[src/rtl/gate_model_bist.sv]
// gate_model_bist: BIST harness for a 23-in / 10-out combinational gate model.
// An LFSR drives the model inputs and a MISR compacts its outputs; after
// PATTERNS patterns the signature is compared against a golden value.
// Optional build macro GATE_MODEL_BIST_TOGGLE_EN adds the toggle_mask output
// and makes pass also require every model output to have toggled during the run.
module gate_model_bist #(
  parameter int unsigned       N_IN      = 23,
  parameter int unsigned       N_OUT     = 10,
  parameter int unsigned       PATTERNS  = 256,
  parameter logic [N_IN-1:0]   LFSR_TAPS = 23'h420000,
  parameter logic [N_IN-1:0]   LFSR_SEED = 23'h000001,
  parameter logic [N_OUT-1:0]  MISR_TAPS = 10'h240
) (
  input  logic                             clk,
  input  logic                             rst,
  input  logic                             start,
  input  logic [N_OUT-1:0]                 golden,
  input  logic [N_OUT-1:0]                 dut_out,
  output logic [N_IN-1:0]                  dut_in,
  output logic                             busy,
  output logic                             done,
  output logic                             pass,
  output logic [N_OUT-1:0]                 signature,
`ifdef GATE_MODEL_BIST_TOGGLE_EN
  output logic [N_OUT-1:0]                 toggle_mask,
`endif
  output logic [$clog2(PATTERNS):0]        pattern_cnt
);

  localparam int unsigned CNT_W = $clog2(PATTERNS) + 1;

  // An all-zero seed would lock the LFSR, so it is replaced by 1.
  localparam logic [N_IN-1:0]  SEED = (LFSR_SEED == '0) ? N_IN'(1) : LFSR_SEED;
  localparam logic [CNT_W-1:0] LAST = CNT_W'(PATTERNS - 1);

  localparam logic [1:0] IDLE = 2'd0;
  localparam logic [1:0] RUN  = 2'd1;
  localparam logic [1:0] DONE = 2'd2;

  logic [1:0]       state_q, state_d;
  logic [N_IN-1:0]  lfsr_q, lfsr_d;
  logic [N_OUT-1:0] misr_q, misr_d;
  logic [CNT_W-1:0] cnt_q, cnt_d;
  logic             busy_q, busy_d;
  logic             done_q, done_d;
  logic             pass_q, pass_d;
  logic [N_IN-1:0]  lfsr_step;
  logic [N_OUT-1:0] misr_step;
  logic             sig_ok;

`ifdef GATE_MODEL_BIST_TOGGLE_EN
  logic [N_OUT-1:0] tgl_q, tgl_d;
  logic [N_OUT-1:0] prev_q, prev_d;
`endif

  // One LFSR / MISR step; dut_out is compacted at the edge that advances dut_in.
  always_comb begin
    lfsr_step = {lfsr_q[N_IN-2:0], ^(lfsr_q & LFSR_TAPS)};
    misr_step = N_OUT'({misr_q[N_OUT-2:0], ^(misr_q & MISR_TAPS)}) ^ dut_out;
  end

  // Next-state and datapath decode.
  always_comb begin
    state_d = state_q;
    lfsr_d  = lfsr_q;
    misr_d  = misr_q;
    cnt_d   = cnt_q;
    pass_d  = pass_q;
    sig_ok  = (misr_step == golden);
`ifdef GATE_MODEL_BIST_TOGGLE_EN
    tgl_d   = tgl_q;
    prev_d  = prev_q;
`endif
    case (state_q)
      IDLE, DONE: begin
        if (start) begin
          state_d = RUN;
          lfsr_d  = SEED;
          misr_d  = '0;
          cnt_d   = '0;
          pass_d  = 1'b0;
`ifdef GATE_MODEL_BIST_TOGGLE_EN
          tgl_d   = '0;
`endif
        end
      end
      RUN: begin
        lfsr_d = lfsr_step;
        misr_d = misr_step;
        cnt_d  = cnt_q + CNT_W'(1);
`ifdef GATE_MODEL_BIST_TOGGLE_EN
        // The first pattern of a run has no predecessor to compare against.
        prev_d = dut_out;
        if (cnt_q != '0) begin
          tgl_d = tgl_q | (dut_out ^ prev_q);
        end
        sig_ok = sig_ok && (&tgl_d);
`endif
        if (cnt_q == LAST) begin
          state_d = DONE;
          pass_d  = sig_ok;
        end
      end
      default: state_d = IDLE;
    endcase
    busy_d = (state_d == RUN);
    done_d = (state_d == DONE);
  end

  // Register bank; synchronous reset overrides any run in progress.
  always_ff @(posedge clk) begin
    if (rst) begin
      state_q <= IDLE;
      lfsr_q  <= SEED;
      misr_q  <= '0;
      cnt_q   <= '0;
      busy_q  <= 1'b0;
      done_q  <= 1'b0;
      pass_q  <= 1'b0;
`ifdef GATE_MODEL_BIST_TOGGLE_EN
      tgl_q   <= '0;
      prev_q  <= '0;
`endif
    end else begin
      state_q <= state_d;
      lfsr_q  <= lfsr_d;
      misr_q  <= misr_d;
      cnt_q   <= cnt_d;
      busy_q  <= busy_d;
      done_q  <= done_d;
      pass_q  <= pass_d;
`ifdef GATE_MODEL_BIST_TOGGLE_EN
      tgl_q   <= tgl_d;
      prev_q  <= prev_d;
`endif
    end
  end

  assign dut_in      = lfsr_q;
  assign signature   = misr_q;
  assign pattern_cnt = cnt_q;
  assign busy        = busy_q;
  assign done        = done_q;
  assign pass        = pass_q;
`ifdef GATE_MODEL_BIST_TOGGLE_EN
  assign toggle_mask = tgl_q;
`endif

endmodule

[config.mk]
export PLATFORM = sky130hd
export DESIGN_NAME = gate_model_bist
export DESIGN_NICKNAME = d
export VERILOG_FILES = /design/src/rtl/gate_model_bist.sv
export SDC_FILE = /design/constraint.sdc
export NUM_CORES = 1
export LEC_CHECK = 0
export CORE_MARGIN = 2
export CORE_UTILIZATION = 44
export CTS_CLUSTER_SIZE = 25
export DETAILED_ROUTE_END_ITERATION = 12
export GPL_TIMING_DRIVEN = 0
export HOLD_SLACK_MARGIN = 0.02
export PLACE_DENSITY = 0.77
export SYNTH_ARGS = -nofsm -noshare
export SYNTH_HDL_FRONTEND = slang
export SYNTH_SLANG_ARGS = --single-unit
[constraint.sdc]
create_clock -name clk -period 2.1 [get_ports clk]
set_clock_uncertainty 0.05 [all_clocks]
set_input_delay 0.525 -clock clk [delete_from_list [all_inputs] [get_ports clk]]
set_output_delay 0.525 -clock clk [all_outputs]
set_load 0.01 [all_outputs]
* Yosys cells after proc, flatten, opt, wreduce, memory -nomap -nowiden
Index checks and enable logic that the tools add are counted.
Storage, ports and cells: bits in registers 47, word-level logic and storage cells 36, output and inout port bits 45, input port bits 23
Cells by class: equality and inequality tests 8, $add $sub $neg 1, reductions and logical operators 7, mux-type cells 12, bitwise operators 1
Operators with widths (number):
- $pmux 23 s2 | 1
- $mux 23 | 1
- $reduce_xor 23->1 | 1
- $pmux 10 s2 | 1
- $pmux 9 s2 | 1
- $eq 10x10->1 | 1
- $mux 10 | 1
- $reduce_xor 10->1 | 1
- $xor 10x10->10 | 1
- $add 9x1->9 const B | 1
- $eq 9x8->1 const B | 1
- $mux 9 | 1
- $eq 2x1->1 const B | 2
- $eq 2x2->1 const B | 2
- $mux 2 | 2
- $ne 2x2->1 const B | 2
- $pmux 2 s2 | 1
- $reduce_and 3->1 | 1
- $logic_not 2->1 | 1
- $mux 1 | 2
- $pmux 1 s2 | 1
- $reduce_and 2->1 | 1
- $reduce_bool 2->1 | 1
- $reduce_or 2->1 | 1

* Longest topological paths before layout
Gate-level depths: netlist of the first run.
depth in word-level cells 5, mapped depth 7

* Least setup slack after synthesis of the first run
OpenSTA, ideal clock, no wires.
path type flip-flop to flip-flop, start register misr_q[6], in the netlist signature[6], end register pass_q, in the netlist pass, stages on the path, launching flop included 5, path buffers 0, arrival 1666 ps, path slack 299 ps, period minus slack after synthesis 1801 ps, cells stage by stage dfxtp_1 xnor3_2 xnor2_1 or4_1 o31ai_2
On the way: word-level cells in the longest chain between the ends 5
Ends and longest elaborated chain:
- from (decl) | line 42 | logic [N_OUT-1:0] misr_q, misr_d;
- from (signal assigned) | line 127 | misr_q <= misr_d;
- $reduce_xor 10->1 | line 59 | misr_step = N_OUT'({misr_q[N_OUT-2:0], ^(misr_q & MISR_TAPS)}) ^ dut_out;
- $xor 10x10->10 (*) | line 59
- $eq 10x10->1 (*) | line 69 | sig_ok = (misr_step == golden);
- $mux 1 (*) | line 99 | if (cnt_q == LAST) begin
- $pmux 1 s2 (*) | line 74 | case (state_q)
- to (signal assigned) | line 131 | pass_q <= pass_d;
- to (decl) | line 46 | logic pass_q, pass_d;
Every way passes the cells marked *; elsewhere a longest branch is shown, timed or not. The select of a mux whose other input is x is not followed. A chain may end at the register's enable or synchronous reset.

* Final worst setup path of the first run
start input start, end register misr_q[9], in the netlist signature[9]
On the way: word-level cells in the longest chain between the ends 2
Ends and longest elaborated chain:
- from (decl) | line 16 | input logic start,
- $ne 2x2->1 (no source line)
- $reduce_and 2->1 (no source line)
Every way passes these cells.

==> flow_metrics.env, run 1 <==
export IMPL_setup_viol=0
export IMPL_cts_root_buf="clkbuf_8"
export IMPL_syn_inst=210
export IMPL_slowest_stage="and2_1"
export IMPL_fmax_ghz=0.510
export IMPL_cts_reportedPaths_clkPinSlew_ns=0.08
export IMPL_fin_cells=336
export IMPL_io_pins=68
export IMPL_final_cell_mix="clkdlybuf4s50_1 (67), nor2_1 (48), dfxtp_1 (47)"
export IMPL_wl_per_cell_um=14.3
export IMPL_r2r_start="pattern_cnt[0]$_SDFFE_PP0P_"
export IMPL_avgSynthCellArea_um2=9.22
export IMPL_synth_ff_type="dfxtp_1"
export IMPL_cp_slowest_stage_delay_ns=0.46
export IMPL_final_seq_area_um2=941
export IMPL_ys_types=32
export IMPL_core_um2=4290
export IMPL_slew_headroom_pct=63.5
export IMPL_syn_nets=235
export IMPL_grt_pass1_wl_um=7870
export IMPL_worst_slew_pin_slew_ns=0.547
export IMPL_grt_pass1_vias=1674
export IMPL_leakage_nw=1.02
export IMPL_drv_slew=0
export IMPL_yosys_warnings=0
export IMPL_whs_path_depth=2
export IMPL_die_area_um2=4950
export IMPL_crit_family="simple AND/OR/NAND/NOR gates"
export IMPL_totalWireLength_um=4800
export IMPL_dp_cells=329
export IMPL_grt_util_all_layers_pct=20.1
export IMPL_htree_levels=2
export IMPL_power_density_nw_per_um2=683
export IMPL_drive_above_1_share_pct=4.93
export IMPL_start_kind="input pin"
export IMPL_ys_async_sr_fraction_pct=0
export IMPL_clk_latency_ns=0.31
export IMPL_rr_worst_depth=7
export IMPL_io_buffers=67
export IMPL_cp_num_cells=6
export IMPL_synthesis_area_um2=1940
export IMPL_cts_tree="built"
export IMPL_critPathBufInv=2
export IMPL_dr_wl_met2_um=2240
export IMPL_cts_sinks=47
export IMPL_firstDrtPassIters=4
export IMPL_antenna_found_initial=0
export IMPL_multi_input_area_um2=936
export IMPL_fin_ws_ns=0.137
export IMPL_fillerInstances=370
export IMPL_num_vias=1821
export IMPL_synth_seq_area_share_pct=48.6
export IMPL_gr_total_overflow=0
export IMPL_ant_nets=0
export IMPL_worstSetupPathType="input pin to flip-flop"
export IMPL_clock_path_buffers=2
export IMPL_postCtsSetupRepairBufs=0
export IMPL_placement_rows=24
export IMPL_via_per_inst=5.42
export IMPL_crit_path_start="start"
export IMPL_min_path_type="flip-flop to flip-flop"
export IMPL_drc_errors=0
export IMPL_power_mw=1.90
export IMPL_ir_worst_vdd_uv=527
export IMPL_first_iter_violations=145
export IMPL_top_layer_used="met4"
export IMPL_start_util_pct=45.1
export IMPL_whs_ns=0.456
export IMPL_required_ns=2.29
export IMPL_period_share_pct=93.5
export IMPL_cp_max_fo=10
export IMPL_synth_seq_cells=47
export IMPL_wirelength_met1_um=2180
export IMPL_finish_utilization_pct=64.9
export IMPL_synthToLayoutAreaGrowth_pct=44.0
export IMPL_wl_met3_um=303
export IMPL_synth_edf_count=0
export IMPL_rsz0062_at_grt="false"
export IMPL_worstHoldStart="state_q[1]$_SDFF_PP0_"
export IMPL_min_period_ns=1.96
export IMPL_grt_max_degree=15
export IMPL_place_congestion=0.813
export IMPL_nets=308
export IMPL_pre_cts_ws_ns=-0.368
export IMPL_endpoint_kind="flip-flop"
export IMPL_hpwl_um=3490
export IMPL_max_cap_violations=0
export IMPL_diodes=0
export IMPL_path_cells="clkdlybuf4s50_1, nand2b_1, and2_1, buf_2, a22oi_1, nor2_1"
export IMPL_arrival_ns=2.15
export IMPL_die_w_um=70.3
export IMPL_fp_dieH_um=70.3
export IMPL_hold_viol=0
export IMPL_cts_buffers=5
export IMPL_final_common_cell="clkdlybuf4s50_1"
export IMPL_status="complete, no violations"
synth_stat cells, types with 2 or more instances:
cell	number	area [µm²]
dfxtp_1	47	941
a22oi_1	30	225
xor2_1	9	78.8
clkbuf_1	10	37.5
o21ai_0	3	15.0
a31oi_1	2	12.5
buf_2	2	10.0
buf_1	2	7.51
nand3_1	2	10.0
a21oi_1	10	50.1
a311oi_1	3	26.3
xnor3_1	2	45.0
nand4_1	2	12.5
nor2_1	48	180
nand2b_1	3	18.8
nand2_1	9	33.8
xnor2_1	9	78.8
or4_1	2	15.0
ha_1	2	25.0
layer usage:
layer	global-route usage [%]	up-vias
met4	7.05	0
met1	25.6	863
met3	5.77	7
li1	-	891
met2	32.5	60
met5	0	-
worst paths after layout:
kind / end / slack [ns]
max: signature[9]$_SDFFE_PP0P_ / 0.14
min: done$_SDFF_PP0_ / 0.46
max reg2reg: pass$_SDFFE_PP0P_ / 0.17
min reg2reg: done$_SDFF_PP0_ / 0.46
cells by family (layout without fill, tap and decap cells):
family          count (synthesis)  in the layout  synth area share, %
fa+ha+maj                       2              2                 1.29
xor+xnor                       21             21                 11.7
compound gates                 53             53                 19.3
buf+inv                        15             89                 3.04
simple gates                   72             72                 16.1
flops                          47             47                 48.6
power breakdown:
part / internal [mW] / total, mW / switching (mW)
clock network: 0.385 / 0.690 / 0.305
registers: 0.911 / 0.932 / 0.0203
logic: 0.140 / 0.281 / 0.141
total: 1.44 / 1.90 / 0.466
timing repair:
item                                    in CTS  in global routing
hold buffers                                 0                  0
hold endpoints to repair                     0                  0
endpoints found under the setup margin      20                 20
resized for setup                            0                  2
sequential cells by signal (all words and copies together) (netlist names):
register	flops
pass	1
state_q	2
done	1
pattern_cnt	9
busy	1
dut_in	23
signature	10
per-stage QoR:
| step | instance area, µm² | TNS, ns |
|---|---|---|
| 6_report | 2790 | 0 |
| 5_1_grt | 2790 | 0 |
| 4_1_cts | 2790 | 0 |
| 3_5_place_dp | 2670 | -9.40 |
| 3_3_place_gp | 2670 | -8.19 |
| 2_1_floorplan | 1940 | 0 |
tightest hold or removal path: stages (launching register included):
cell	delay, ns
dfxtp_1	0.33
nand2_1	0.08
a21oi_1	0.06
area by class of cell:
cell class	count	area share, %
buffer	13	1.93
clock buffer	6	2.96
clock inverter	2	1.26
inverter	1	0.135
multi-input combinational	148	33.6
sequential	47	33.8
tap	52	2.33
timing repair buffer	67	24.1
(Power assumes the default switching activity.)
==> inputs of run 2 (changes only) <==
Settings changed: SETUP_SLACK_MARGIN set to 0.3.
==> flow_metrics.env, run 2 (synthesis gave the netlist of run 1 again) <==
export IMPL_synthToLayoutAreaGrowth_pct=49.1
export IMPL_fmax_ghz=0.549
export IMPL_rr_worst_depth=7
export IMPL_grt_pass1_wl_um=7700
export IMPL_hpwl_um=3410
export IMPL_path_cells="clkdlybuf4s50_1, xnor3_2, xnor2_1, or4_4, o31ai_2"
export IMPL_cts_reportedPaths_clkPinSlew_ns=0.08
export IMPL_slowest_stage="clkdlybuf4s50_1"
export IMPL_cts_tree="built"
export IMPL_placement_rows=24
export IMPL_die_w_um=70.3
export IMPL_wirelength_met1_um=2150
export IMPL_final_cell_mix="nor2_1 (48), dfxtp_1 (35), a22oi_1 (30)"
export IMPL_clk_latency_ns=0.29
export IMPL_wl_met3_um=272
export IMPL_dr_wl_met2_um=2360
export IMPL_grt_max_degree=14
export IMPL_drive_above_1_share_pct=11.9
export IMPL_cts_sinks=47
export IMPL_core_um2=4290
export IMPL_top_layer_used="met4"
export IMPL_place_congestion=0.790
export IMPL_rr_endpoint="pass$_SDFFE_PP0P_"
export IMPL_final_seq_area_um2=961
export IMPL_min_path_type="flip-flop to flip-flop"
export IMPL_final_common_cell="nor2_1"
export IMPL_post_dp_cell_area_um2=2670
export IMPL_largest_reg_flops=23
export IMPL_antenna_found_initial=0
export IMPL_pre_cts_ws_ns=-0.369
export IMPL_gr_total_overflow=0
export IMPL_cp_max_fo=2
export IMPL_fin_ws_ns=0.277
export IMPL_htree_levels=2
export IMPL_r2r_start="pattern_cnt[3]$_SDFFE_PP0P_"
export IMPL_cts_buffers=5
export IMPL_worstSetupPathType="input pin to flip-flop"
export IMPL_start_util_pct=45.1
export IMPL_die_area_um2=4950
export IMPL_clock_path_buffers=2
export IMPL_grt_util_all_layers_pct=19.4
export IMPL_cts_root_buf="clkbuf_8"
export IMPL_endpoint_kind="flip-flop"
export IMPL_io_buffers=67
export IMPL_diodes=0
export IMPL_min_period_ns=1.82
export IMPL_grt_pass1_vias=1662
export IMPL_setup_tns_final_ns=0
export IMPL_whs_path_depth=1
export IMPL_slew_headroom_pct=65.8
export IMPL_multi_input_area_um2=965
export IMPL_max_cap_violations=0
export IMPL_ant_nets=0
export IMPL_first_iter_violations=108
export IMPL_totalWireLength_um=4890
export IMPL_fp_dieH_um=70.3
export IMPL_firstDrtPassIters=4
export IMPL_ff2ff_setup_slack_ns=0.32
export IMPL_ir_worst_vdd_uv=414
export IMPL_num_vias=1798
export IMPL_hold_end="pattern_cnt[5]$_SDFFE_PP0P_"
export IMPL_rsz0062_at_grt="true"
export IMPL_wl_per_cell_um=14.5
export IMPL_via_per_inst=5.34
export IMPL_power_mw=1.76
export IMPL_drv_slew=0
export IMPL_status="complete, no violations"
export IMPL_hold_viol=0
export IMPL_arrival_ns=1.98
export IMPL_drc_errors=0
export IMPL_start_kind="input pin"
export IMPL_cts_hold_buf=0
export IMPL_worstHoldStart="pattern_cnt[5]$_SDFFE_PP0P_"
export IMPL_setup_viol=0
export IMPL_io_pins=68
export IMPL_required_ns=2.26
export IMPL_power_density_nw_per_um2=608
export IMPL_nets=310
export IMPL_period_share_pct=86.8
export IMPL_worst_slew_pin_slew_ns=0.513
export IMPL_fillerInstances=382
export IMPL_cp_slowest_stage_delay_ns=0.47
export IMPL_final_area_um2=2890
export IMPL_leakage_nw=1.58
-- run 2: worst max path at each step --
stage	startpoint	endpoint	depth (start not counted)
floorplan	pattern_cnt[0]$_SDFFE_PP0P_	pass$_SDFFE_PP0P_	7
global placement	start	dut_in[12]$_SDFFE_PP0P_	7
detailed placement	start	dut_in[6]$_SDFFE_PP0P_	7
CTS	signature[8]$_SDFFE_PP0P_	signature[8]	1
global route	pattern_cnt[3]$_SDFFE_PP0P_	pass$_SDFFE_PP0P_	7
finish	dut_out[0]	pass$_SDFFE_PP0P_	5
-- run 2: layer usage --
layer	vias to the layer above	global-route usage (%)
met5	-	0
met4	0	8.33
met3	9	4.47
met2	54	31.3
met1	849	24.8
li1	886	-
-- run 2: per-stage QoR --
stage	hold slack (ns)	instances	utilization (%)
floorplan	0.417	210	-
global placement	0.436	329	62.2
detailed placement	0.438	329	62.2
CTS	0.452	337	64.8
global route	0.466	337	67.2
finish	0.443	337	67.2
-- run 2: final cells by class --
type                    count  share of cell area [%]
repair buffers             68                    25.2
inverters                   1                   0.130
clock buffers               6                    2.86
plain buffers              14                    2.65
well taps                  52                    2.25
flip-flops and latches     47                    33.3
multi-input cells         148                    33.4
clock inverters             1                   0.173
-- run 2: critical path, delay by kind of cell --
family                    cells  cell delay [ns]
buffers and inverters         1             0.47
and+or+nand+nor               1             0.42
xor gates and xnor gates      2             0.40
AOI/OAI and AO/OA             1             0.17
-- run 2: where the power goes --
group,switching (mW),internal (mW),leakage (nW),total (mW)
registers,0.0209,0.910,0.387,0.931
clock network,0.279,0.258,0.0470,0.537
logic,0.144,0.143,1.15,0.287
total,0.444,1.31,1.58,1.76
-- run 2: what timing repair did --
action | in CTS | in global routing
endpoints found under the setup margin | 50 | 61
resized for setup | 30 | 46
setup buffers | 1 | 0
pin swaps | 2 | 0
==> inputs of run 3 (changes only) <==
Settings changed: CELL_PAD_IN_SITES_DETAIL_PLACEMENT set to 1, CELL_PAD_IN_SITES_GLOBAL_PLACEMENT set to 1, CORE_UTILIZATION 44 to 32.
==> flow_metrics.env, run 3 (synthesis gave the netlist of run 1 again) <==
export IMPL_period_share_pct=84.7
export IMPL_gr_total_overflow=0
export IMPL_grt_util_all_layers_pct=18.0
export IMPL_worstSetupPathType="input pin to flip-flop"
export IMPL_drive_above_1_share_pct=12.9
export IMPL_power_mw=1.80
export IMPL_crit_path_start="dut_out[7]"
export IMPL_max_cap_violations=0
export IMPL_htree_levels=2
export IMPL_r2r_start="signature[6]$_SDFFE_PP0P_"
export IMPL_slew_headroom_pct=64.7
export IMPL_via_per_inst=4.98
export IMPL_die_area_um2=6690
export IMPL_grt_pass1_wl_um=9180
export IMPL_final_seq_area_um2=960
export IMPL_first_iter_violations=74
export IMPL_required_ns=2.28
export IMPL_cts_sinks=47
export IMPL_power_density_nw_per_um2=629
export IMPL_wl_per_cell_um=15.6
export IMPL_largest_reg_flops=23
export IMPL_placement_rows=28
export IMPL_min_period_ns=1.78
export IMPL_whs_ns=0.438
export IMPL_cts_root_buf="clkbuf_8"
export IMPL_totalWireLength_um=5660
export IMPL_setup_viol=0
export IMPL_worst_slew_pin_slew_ns=0.530
export IMPL_rsz0062_at_grt="true"
export IMPL_die_w_um=81.8
export IMPL_start_util_pct=32.9
export IMPL_grt_pass1_vias=1913
export IMPL_fillerInstances=695
export IMPL_antenna_found_initial=0
export IMPL_synthToLayoutAreaGrowth_pct=47.5
export IMPL_clock_path_buffers=2
export IMPL_fmax_ghz=0.562
export IMPL_drc_errors=0
export IMPL_hpwl_um=4030
export IMPL_diodes=0
export IMPL_final_cell_mix="nor2_1 (48), dlygate4sd2_1 (42), dfxtp_1 (36)"
export IMPL_arrival_ns=1.96
export IMPL_hold_viol=0
export IMPL_ant_nets=0
export IMPL_grt_max_degree=16
export IMPL_firstDrtPassIters=4
export IMPL_endpoint_kind="flip-flop"
export IMPL_min_path_type="flip-flop to flip-flop"
export IMPL_start_kind="input pin"
export IMPL_status="complete, no violations"
export IMPL_cts_hold_buf=0
export IMPL_clk_latency_ns=0.30
export IMPL_fp_dieH_um=81.8
export IMPL_io_pins=68
export IMPL_leakage_nw=1.36
export IMPL_cts_tree="built"
export IMPL_final_common_cell="nor2_1"
export IMPL_worstHoldStart="pattern_cnt[5]$_SDFFE_PP0P_"
export IMPL_io_buffers=67
export IMPL_cts_reportedPaths_clkPinSlew_ns=0.09
export IMPL_core_um2=5890
export IMPL_place_congestion=0.723
export IMPL_multi_input_area_um2=982
export IMPL_num_vias=1801
export IMPL_cts_buffers=5
export IMPL_ir_worst_vdd_uv=313
export IMPL_drv_slew=0
export IMPL_nets=311
export IMPL_cp_max_fo=2
export IMPL_finish_utilization_pct=48.5
[run 3: cell types whose count changed in the layout (fill, tap and decap cells not counted), moves of 2 or more]
cell             delta
dlygate4sd2_1      +27
clkdlybuf4s50_1     -8
clkbuf_1            +2
dlymetal6s2s_1     -19
[run 3: final timing paths]
| kind | to | slack (ns) | cells past startpoint |
|---|---|---|---|
| setup reg to reg | pass$_SDFFE_PP0P_ | 0.33 | 4 |
| hold / removal | pattern_cnt[5]$_SDFFE_PP0P_ | 0.44 | 1 |
| hold reg to reg | pattern_cnt[5]$_SDFFE_PP0P_ | 0.44 | 1 |
| setup / recovery | pass$_SDFFE_PP0P_ | 0.32 | 5 |
[run 3: critical path, stage by stage]
cell	delay (ns)
clkdlybuf4s50_1	0.42
xnor2_1	0.22
xnor2_1	0.10
or4_4	0.49
o31ai_2	0.21
[run 3: routing by layer]
| metal | up-vias | part of all wire, % | track usage, % | wire length [µm] |
|---|---|---|---|---|
| met5 | - | 0 | 0 | 0 |
| met4 | 0 | 1.5 | 6.00 | 83 |
| met3 | 7 | 4.6 | 4.07 | 258 |
| met2 | 37 | 49 | 31.2 | 2770 |
| met1 | 873 | 45 | 22.1 | 2540 |
| li1 | 884 | - | - | - |
[run 3: repair_timing]
item,CTS,global route
setup buffers,2,0
pin swaps,5,0
cloned,0,0
gates resized for setup,67,13
endpoints found under the setup margin,72,11
[run 3: cell type report]
class                   count  share of cell area, %
clock inverters             2                  0.570
multi-input cells         148                   34.4
clock buffers               6                   2.54
inverters                   1                  0.131
repair buffers             69                   22.9
flip-flops and latches     47                   33.6
plain buffers              14                   2.59
well taps                  75                   3.29
[run 3: stage by stage]
stage / area [µm²] / setup TNS (ns) / worst slack [ns] / std cells
CTS: 2820 / 0 / 0.302 / 362
global placement: 2700 / -8.98 / -0.348 / 352
finish: 2860 / 0 / 0.322 / 362
floorplan: 1940 / 0 / 0.307 / 210
detailed placement: 2700 / -9.60 / -0.363 / 352
global route: 2860 / 0 / 0.243 / 362
[run 3: power by group]
part / leakage [nW] / total (mW) / switching, mW / internal (mW)
clock: 0.0418 / 0.568 / 0.329 / 0.240
sequential: 0.387 / 0.930 / 0.0203 / 0.910
combinational: 0.929 / 0.296 / 0.155 / 0.141
total: 1.36 / 1.80 / 0.504 / 1.29
